**src/rtl/fetch_pkg.sv**
```systemverilog
// fetch_pkg: shared types and constants for the byte-serial instruction fetch controller
package fetch_pkg;
    localparam int BYTES_PER_INSTR = 4;
    localparam int BYTE_W = 8;
    localparam int CNT_W = $clog2(BYTES_PER_INSTR);
    typedef enum logic [1:0] {IDLE, FETCH, LAST, HOLD} state_t;
    function automatic logic [31:0] wrap_addr(input logic [31:0] a, input int unsigned mem_bytes);
        return a & (mem_bytes - 1);
    endfunction
endpackage

```
**src/rtl/fetch_ctrl_if.sv**
```systemverilog
// fetch_ctrl_if: memory-read, instruction-delivery and redirect signals of the fetch controller
interface fetch_ctrl_if;
    import fetch_pkg::*;
    logic mem_rd;
    logic [31:0] mem_addr;
    logic [BYTE_W-1:0] mem_rdata;
    logic [BYTES_PER_INSTR*BYTE_W-1:0] instr;
    logic [31:0] instr_pc;
    logic instr_valid;
    logic instr_ready;
    logic redirect;
    logic [31:0] redirect_pc;
    modport master (
        output mem_rd, mem_addr, instr, instr_pc, instr_valid,
        input  mem_rdata, instr_ready, redirect, redirect_pc
    );
    modport slave (
        input  mem_rd, mem_addr, instr, instr_pc, instr_valid,
        output mem_rdata, instr_ready, redirect, redirect_pc
    );
endinterface

```
**src/rtl/fetch_byte_asm.sv**
```systemverilog
// fetch_byte_asm: places each returning memory byte into its lane of the instruction word
module fetch_byte_asm
    import fetch_pkg::*;
(
    input  logic                              clk,
    input  logic                              rst,
    input  logic                              rd_i,
    input  logic                              abort_i,
    input  logic [CNT_W-1:0]                  lane_i,
    input  logic [BYTE_W-1:0]                 rdata_i,
    output logic [BYTES_PER_INSTR*BYTE_W-1:0] instr_o
);
    logic                              pend_q;
    logic [CNT_W-1:0]                  lane_q;
    logic [BYTES_PER_INSTR*BYTE_W-1:0] instr_q;
    // Remember which lane the outstanding read fills; an abort drops the byte due next cycle
    always_ff @(posedge clk) begin
        if (rst) begin
            pend_q  <= 1'b0;
            lane_q  <= '0;
            instr_q <= '0;
        end else begin
            pend_q <= rd_i & ~abort_i;
            lane_q <= lane_i;
            if (pend_q)
                instr_q[lane_q*BYTE_W +: BYTE_W] <= rdata_i;
        end
    end
    assign instr_o = instr_q;
endmodule

```
**src/rtl/fetch_ctrl.sv**
```systemverilog
// fetch_ctrl: fetches 32-bit little-endian instructions one byte per cycle and hands them out
module fetch_ctrl
    import fetch_pkg::*;
#(
    parameter logic [31:0] RESET_PC  = 32'h0000_0000,
    parameter int unsigned MEM_BYTES = 1024
)(
    input  logic         clk,
    input  logic         rst,
    fetch_ctrl_if.master bus
);
    state_t                            state_q, state_d;
    logic [CNT_W-1:0]                  cnt_q, cnt_d;
    logic [31:0]                       pc_q, pc_d;
    logic [31:0]                       ipc_q, ipc_d;
    logic                              valid_q, valid_d;
    logic                              hs;
    logic [BYTES_PER_INSTR*BYTE_W-1:0] asm_instr;
    assign hs = valid_q & bus.instr_ready;
    // Next state; a redirect restarts the fetch from the aligned, wrapped target in any state
    always_comb begin
        state_d = state_q;
        cnt_d   = cnt_q;
        pc_d    = pc_q;
        ipc_d   = ipc_q;
        valid_d = valid_q;
        if (bus.redirect) begin
            state_d = FETCH;
            cnt_d   = '0;
            valid_d = 1'b0;
            pc_d    = wrap_addr(bus.redirect_pc & ~32'd3, MEM_BYTES);
        end else begin
            case (state_q)
                IDLE: begin
                    state_d = FETCH;
                    cnt_d   = '0;
                end
                FETCH: begin
                    cnt_d   = cnt_q + 1'b1;
                    state_d = (cnt_q == CNT_W'(BYTES_PER_INSTR - 1)) ? LAST : FETCH;
                end
                LAST: begin
                    valid_d = 1'b1;
                    ipc_d   = pc_q;
                    state_d = HOLD;
                end
                HOLD: if (hs) begin
                    valid_d = 1'b0;
                    pc_d    = wrap_addr(pc_q + 32'(BYTES_PER_INSTR), MEM_BYTES);
                    state_d = FETCH;
                    cnt_d   = '0;
                end
                default: state_d = IDLE;
            endcase
        end
    end
    // State registers; reset discards any fetch in progress
    always_ff @(posedge clk) begin
        if (rst) begin
            state_q <= IDLE;
            cnt_q   <= '0;
            pc_q    <= wrap_addr(RESET_PC, MEM_BYTES);
            ipc_q   <= '0;
            valid_q <= 1'b0;
        end else begin
            state_q <= state_d;
            cnt_q   <= cnt_d;
            pc_q    <= pc_d;
            ipc_q   <= ipc_d;
            valid_q <= valid_d;
        end
    end
    fetch_byte_asm u_asm (
        .clk    (clk),
        .rst    (rst),
        .rd_i   (bus.mem_rd),
        .abort_i(bus.redirect),
        .lane_i (cnt_q),
        .rdata_i(bus.mem_rdata),
        .instr_o(asm_instr)
    );
    assign bus.mem_rd      = ~rst & (state_q == FETCH);
    assign bus.mem_addr    = rst ? '0 : wrap_addr(pc_q + 32'(cnt_q), MEM_BYTES);
    assign bus.instr_valid = ~rst & valid_q;
    assign bus.instr_pc    = rst ? '0 : ipc_q;
    assign bus.instr       = rst ? '0 : asm_instr;
endmodule
```
**src/flat_wrapper.sv**
```systemverilog
// flat-port wrapper written by rule: the top's interface ports become plain ports
module fetch_ctrl_flat import fetch_pkg::*;
#(
    parameter logic [31:0] RESET_PC  = 32'h0000_0000,
    parameter int unsigned MEM_BYTES = 1024
)
  (clk, rst, bus_mem_rd, bus_mem_addr, bus_instr, bus_instr_pc, bus_instr_valid, bus_mem_rdata, bus_instr_ready, bus_redirect, bus_redirect_pc);
  fetch_ctrl_if bus_i ();
  input  logic clk;
  input  logic rst;
  output wire logic [$bits(bus_i.mem_rd)-1:0] bus_mem_rd;
  output wire logic [$bits(bus_i.mem_addr)-1:0] bus_mem_addr;
  output wire logic [$bits(bus_i.instr)-1:0] bus_instr;
  output wire logic [$bits(bus_i.instr_pc)-1:0] bus_instr_pc;
  output wire logic [$bits(bus_i.instr_valid)-1:0] bus_instr_valid;
  input wire logic [$bits(bus_i.mem_rdata)-1:0] bus_mem_rdata;
  input wire logic [$bits(bus_i.instr_ready)-1:0] bus_instr_ready;
  input wire logic [$bits(bus_i.redirect)-1:0] bus_redirect;
  input wire logic [$bits(bus_i.redirect_pc)-1:0] bus_redirect_pc;
  assign bus_mem_rd = bus_i.mem_rd;
  assign bus_mem_addr = bus_i.mem_addr;
  assign bus_instr = bus_i.instr;
  assign bus_instr_pc = bus_i.instr_pc;
  assign bus_instr_valid = bus_i.instr_valid;
  assign bus_i.mem_rdata = bus_mem_rdata;
  assign bus_i.instr_ready = bus_instr_ready;
  assign bus_i.redirect = bus_redirect;
  assign bus_i.redirect_pc = bus_redirect_pc;
  fetch_ctrl #(.RESET_PC(RESET_PC), .MEM_BYTES(MEM_BYTES)) u_core (.clk(clk), .rst(rst), .bus(bus_i));
endmodule
```
**config.mk**
```make
export PLATFORM = sky130hd
export DESIGN_NAME = fetch_ctrl_flat
export DESIGN_NICKNAME = d
export VERILOG_FILES = /design/src/rtl/fetch_pkg.sv /design/src/rtl/fetch_ctrl_if.sv /design/src/rtl/fetch_byte_asm.sv /design/src/rtl/fetch_ctrl.sv /design/src/flat_wrapper.sv
export SDC_FILE = /design/constraint.sdc
export NUM_CORES = 1
export LEC_CHECK = 0
export BUFFER_PORTS_ARGS = -buffer_cell sky130_fd_sc_hd__clkbuf_2
export CORE_UTILIZATION = 47
export CTS_BUF_LIST = sky130_fd_sc_hd__clkbuf_16
export CTS_CLUSTER_DIAMETER = 30
export DETAILED_ROUTE_END_ITERATION = 6
export GPL_ROUTABILITY_DRIVEN = 0
export PLACE_DENSITY = 0.82
export SLEW_MARGIN = 5
export SYNTH_ARGS = -nofsm -noshare
export SYNTH_HDL_FRONTEND = slang
export SYNTH_SLANG_ARGS = --single-unit
```
**constraint.sdc**
```tcl
create_clock -name clk -period 1.9 [get_ports clk]
set_input_delay 0.095 -clock clk [delete_from_list [all_inputs] [get_ports clk]]
set_output_delay 0.095 -clock clk [all_outputs]
set_load 0.01 [all_outputs]
```
# Word level (Yosys, flattened, before mapping)
# Index checks and enable logic that the tools add are counted.
# totals
in_bits,44
word_cells,54
output_inout_bits,98
reg_bits,60
# classes
n_eq_ne,6
n_addsub,4
n_reduce_logical,11
mux,15
bitwise,6
n_shift,2
# ops
op,count
2-to-1 mux 10 bit,5
negation 5 -> 34 bit,1
"variable shift 8 x 34 -> 32 bit, first input constant",1
variable part select 8 x 34 -> 32 bit,1
bitwise mux 32 bit,1
2-to-1 mux 32 bit,1
adder 10 x 2 -> 10 bit,1
"adder 10 x 3 -> 10 bit, second input constant",1
AND reduction 2 bit,5
case mux 2 bit (4 select lines),1
"== test 2 bit, second input constant",3
2-to-1 mux 2 bit,3
case mux 2 bit (3 select lines),1
nonzero test 2 bit,3
AND 1 bit,4
"inequality test 3 x 2 -> 1 bit, second input constant",1
nonzero test 3 bit,1
"adder 2 x 1 -> 2 bit, second input constant",1
"== test 2 x 1 -> 1 bit, second input constant",1
zero test 2 bit,1
2-to-1 mux 1 bit,2
"inequality test 2 x 1 -> 1 bit, second input constant",1
inverter 1 bit,2
case mux 1 bit (2 select lines),1
OR reduction 2 bit,1

# Depth between registers and ports, before layout
# depth
depth_word,4
depth_mapped,6
ltp_nobuf,5

# By module
# A second synthesis with hierarchy kept.
# hier_totals
cells_unflattened,335
area_unflattened_um2,3059.2
# by_module_without_submodules
mod,area_each_um2,cells_each,seq_area_each_um2,instances
fetch_ctrl,1722.9,230,420.4,1
fetch_byte_asm,1336.3,105,700.7,1

# Worst setup path after synthesis
# OpenSTA, ideal clock, no wires.
# synth_timing
path_kind,reg-to-reg
from,reg u_core.u_asm.lane_q[0]
to,"reg u_core.u_asm.instr_q[16], in the netlist u_core.u_asm.instr_o[16]"
setup_time_ps,58
required_time_ps,1842
t_arrival_ps,1670
path_stages_with_launch,6
synth_period_minus_slack_ps,1729
setup_slack_ps,171
path_buffers,0
cell_sequence,dfxtp_1 -> inv_1 -> ha_1 -> nor3b_2 -> nor3b_2 -> a31o_2
# synth_via
elab_chain_len,3
word_cells_on_any_way,4
cone_classes,add/sub (1); shift (2); mux (1)
# synth_rtl
element,line_no,rtl
start: declaration,fetch_byte_asm.sv:14,logic [CNT_W-1:0] lane_q;
start signal: assignment,fetch_byte_asm.sv:24,lane_q <= lane_i;
negation 5 -> 34 bit (*),fetch_byte_asm.sv:26,instr_q[lane_q*BYTE_W +: BYTE_W] <= rdata_i;
variable part select 8 x 34 -> 32 bit or variable shift 8 x 34 -> 32 bit (tied branches),fetch_byte_asm.sv:26,
bitwise mux 32 bit (*),fetch_byte_asm.sv:26,
end signal: indexed assignment,fetch_byte_asm.sv:26,
end: declaration,fetch_byte_asm.sv:15,logic [BYTES_PER_INSTR*BYTE_W-1:0] instr_q;
# Mark *: on every way between the ends. The rest lies on a longest branch, timed or not.
# A chain may end at the register's enable or synchronous reset.

# Final worst setup path
# layout_timing
from,reg u_core.u_asm.lane_q[1]
to,"reg u_core.u_asm.instr_q[5], in the netlist u_core.u_asm.instr_o[5]"
# The elaborated chain is that of the path after synthesis.

==> out/qor.txt <==
====================================================================================
Area fraction in and, or, nand and nor cells after synthesis                   0.270
Number of synthesized flops with an enable pin                                     0
Final min period                                                             1.76 ns
Switching share of power                                                       0.245
Buffers inserted during post-CTS setup optimization                                0
Nets                                                                             465
Post-placement setup slack                                                  0.161 ns
Proportion of synthesized flip-flops having asynchronous set or reset              0
Die X-Extent                                                                 82.1 um
Synth Area per Inst                                                        8.84 um^2
Die area                                                                   6740 um^2
Cell area after synthesis                                                  3020 um^2
Highest layer used for signal routing                                           met4
Post-route antenna net violation count                                             0
Diode insertion count for antenna repair                                           0
Power Dens Cells                                                         676 nW/um^2
Critical Path Source Type                                                       flop
Row count                                                                         28
Number of fillers in the final layout                                            551
Vias after detailed routing                                                    2,460
Aggregate global routing overflow                                                  0
Final setup violation count                                                        0
First-pass iteration count of the detailed router                                  4
Cells after synthesis                                                            341
Number of I/O pins                                                               142
Clock latency at the later pin of the worst-skew pair                        0.29 ns
Input/output buffers                                                              71
Number of buffers on the longest clock path                                        2
Total core area                                                            6060 um^2
Post-synthesis xor/xnor area fraction                                        0.00581
Switching Power                                                             0.567 mW
Crit path kind                                                          flop to flop
Number of slew-limit violations in the final report                                0
Critical Path RT                                                             2.14 ns
Transition time at the pin with the least slew margin                       0.567 ns
Warning count from the yosys run                                                   0
Combinational share of power                                                   0.092
Number of global-route vias before repair                                      2,095
Final wirelength                                                             6.31 mm
Layout Skew                                                               0.00554 ns
Number of max-capacitance violations reported                                      0
Aggregate global-route resource usage                                          0.189
Antenna violations before repair                                                   0
Fraction of the mapped netlist area in compound gates                          0.161
1st-iter DRT viols                                                               141
Total Neg Setup Slack                                                           0 ns
Effective utilization at floorplan                                             0.498
Unrepaired setup endpoints after global routing                                   no
Netlist cell types                                                                46
Most common flop cell mapped by yosys                                        dfxtp_1
Crit end category                                                               flop
Origin of the critical flop-to-flop path                                u_core.u_asm.lane_q[1]$_SDFF_PP0_
Root buffer cell                                                           clkbuf_16
Pin count of the biggest net entering global routing                              25
Final count of hold timing violations                                              0
Period utilization                                                             0.925
Synthesized flop and latch total                                                  56
Internal Pwr Total                                                           1.75 mW
Min-delay src                                                           bus_redirect_pc[4]
M1 wire length                                                               2.87 mm
Number of design rule violations left after detail routing                         0
Met3 Wirelength                                                               394 um
HP Class                                                                primary input to flop
Routed length on met2                                                        3.00 mm
Status                                                                  finished clean
Register clock-pin slew on the reported worst setup and hold paths           0.07 ns
Fraction of final layout cells with drive strength greater than 1              0.241
WP data arrival                                                              1.99 ns
Sequential-to-total area share from yosys stat                                 0.372
Post-detail-place hpwl                                                       4.68 mm
Worst-case vdd ir drop                                                        413 uV
Relative contribution of the clock network to total power                      0.380
First-pass GRT wire length                                                   9.76 mm
Number of H-tree levels                                                            2
Relative slew slack                                                            0.621
Final setup slack of the worst path                                         0.143 ns
Maximum clock frequency                                                    0.569 GHz
Post-Synth Adder-Cell Area                                                    0.0456
TritonCTS clock tree                                                            done
Via density                                                                     5.06
Post-DR wirelength/cell                                                      13.0 um
Launch point of the critical path                                       u_core.u_asm.lane_q[1]$_SDFF_PP0_
Multiplexer share of the synthesized area                                          0
Area growth syn-to-layout                                                      13.5%
Sequential share of power                                                      0.528
Number of clock sinks seen by CTS                                                 56
Largest family of logic cells by synthesized area                       simple AND/OR/NAND/NOR gates
Die extent in y                                                              82.1 um
CTS buffer count                                                                   5
P_leak                                                                       1.56 nW
Crit Path Max Fanout                                                               7
====================================================================================
power by group through the flow:
stage          clock network, mW  registers, mW  logic (mW)
4_1_cts                    0.889           1.22       0.211
2_1_floorplan                  0           1.24       0.212
3_5_place_dp                   0           1.25       0.209
5_1_grt                    0.949           1.23       0.239
3_3_place_gp                   0           1.25       0.204
6_report                   0.878           1.22       0.213
cells by family after synthesis:
| family | count (synthesis) |
|---|---|
| AOI/OAI and AO/OA | 63 |
| xor gates and xnor gates | 2 |
| adders and majority gates | 11 |
| buffers and inverters | 68 |
| DFF | 56 |
| other | 1 |
| and+or+nand+nor | 140 |
layout by cell type, fill, tap and decap left out, types with 5 or more instances in the layout:
master	netlist	final
nand2_1	22	22
nor2_1	19	19
clkbuf_2	0	71
a31o_2	8	8
inv_1	7	8
a22o_1	14	14
conb_1	1	46
clkbuf_16	0	5
a311oi_1	5	5
nor2b_1	64	64
a32oi_1	8	8
dfxtp_1	56	56
ha_1	11	11
a21oi_1	12	12
buf_4	47	7
flip-flops by register name, indices dropped and copies added, names as in the netlist:
| signal | count |
|---|---|
| u_core.state_q | 2 |
| u_core.u_asm.pend_q | 1 |
| u_core.cnt_q | 2 |
| u_core.pc_q | 8 |
| u_core.ipc_q | 8 |
| u_core.u_asm.lane_q | 2 |
| u_core.u_asm.instr_o | 32 |
| u_core.valid_q | 1 |
final cells by class:
class | instances | area, um^2 | share of cell area
Tap cell | 75 | 93.8 | 0.0274
Inverter | 7 | 26.3 | 0.00768
Clock buffer | 5 | 125 | 0.0365
Timing Repair Buffer | 78 | 408 | 0.119
Clock inverter | 3 | 15.0 | 0.00439
Multi-Input combinational cell | 262 | 1630 | 0.477
Sequential cell | 56 | 1120 | 0.327
path summary, 6_finish.rpt:
| check | to | slack (ns) | depth (start not counted) |
|---|---|---|---|
| hold reg to reg | u_core.u_asm.instr_o[29]$_SDFFE_PP0P_ | 0.45 | 2 |
| hold / removal | u_core.pc_q[4]$_SDFFE_PP0P_ | 0.06 | 3 |
| setup reg to reg | u_core.u_asm.instr_o[5]$_SDFFE_PP0P_ | 0.14 | 5 |
| setup / recovery | u_core.u_asm.instr_o[5]$_SDFFE_PP0P_ | 0.14 | 5 |
per-layer routing:
metal	global-route usage	vias to the layer above
li1	-	1229
met1	0.240	1133
met2	0.318	92
met3	0.0429	6
met4	0.0544	0
met5	0	-
timing repair:
action | 4_1_cts | 5_1_grt
resized for setup | 0 | 1
hold buffers | 0 | 0
setup endpoints to repair | 0 | 8
synth_stat cells, types with 2 or more instances:
cell	count	share of area
a211oi_1	2	0.0050
a21o_1	2	0.0050
a21oi_1	12	0.020
a22o_1	14	0.041
a311oi_1	5	0.015
a31o_2	8	0.023
a32oi_1	8	0.023
and2_1	2	0.0041
and3_1	4	0.0083
buf_1	3	0.0037
buf_2	3	0.0050
buf_4	47	0.12
clkbuf_1	8	0.010
dfxtp_1	56	0.37
ha_1	11	0.046
inv_1	7	0.0087
nand2_1	22	0.027
nand2b_1	2	0.0041
nand3_1	4	0.0066
nand4_1	3	0.0062
nor2_1	19	0.024
nor2b_1	64	0.13
nor3b_2	2	0.0083
o21ai_0	4	0.0066
o22a_1	3	0.0087
or3_1	4	0.0083
or4_1	2	0.0050
or4b_1	2	0.0066
metrics by stage:
step	util	instances	total power [mW]	hold WS [ns]	instance area, um^2
2_1_floorplan	-	386	1.45	0.221	3180
3_3_place_gp	0.541	478	1.45	0.356	3280
3_5_place_dp	0.541	478	1.46	0.361	3280
4_1_cts	0.564	486	2.32	0.0587	3420
5_1_grt	0.565	486	2.41	0.0737	3420
6_report	0.565	486	2.31	0.0578	3420
critical path, stage by stage (launching register included):
cell and delay, ns:
dfxtp_1 0.35, inv_1 0.09, ha_1 0.34, nor3b_1 0.34, and4_1 0.40, a22o_1 0.18
Note: power is estimated with default switching activity, not from simulation.
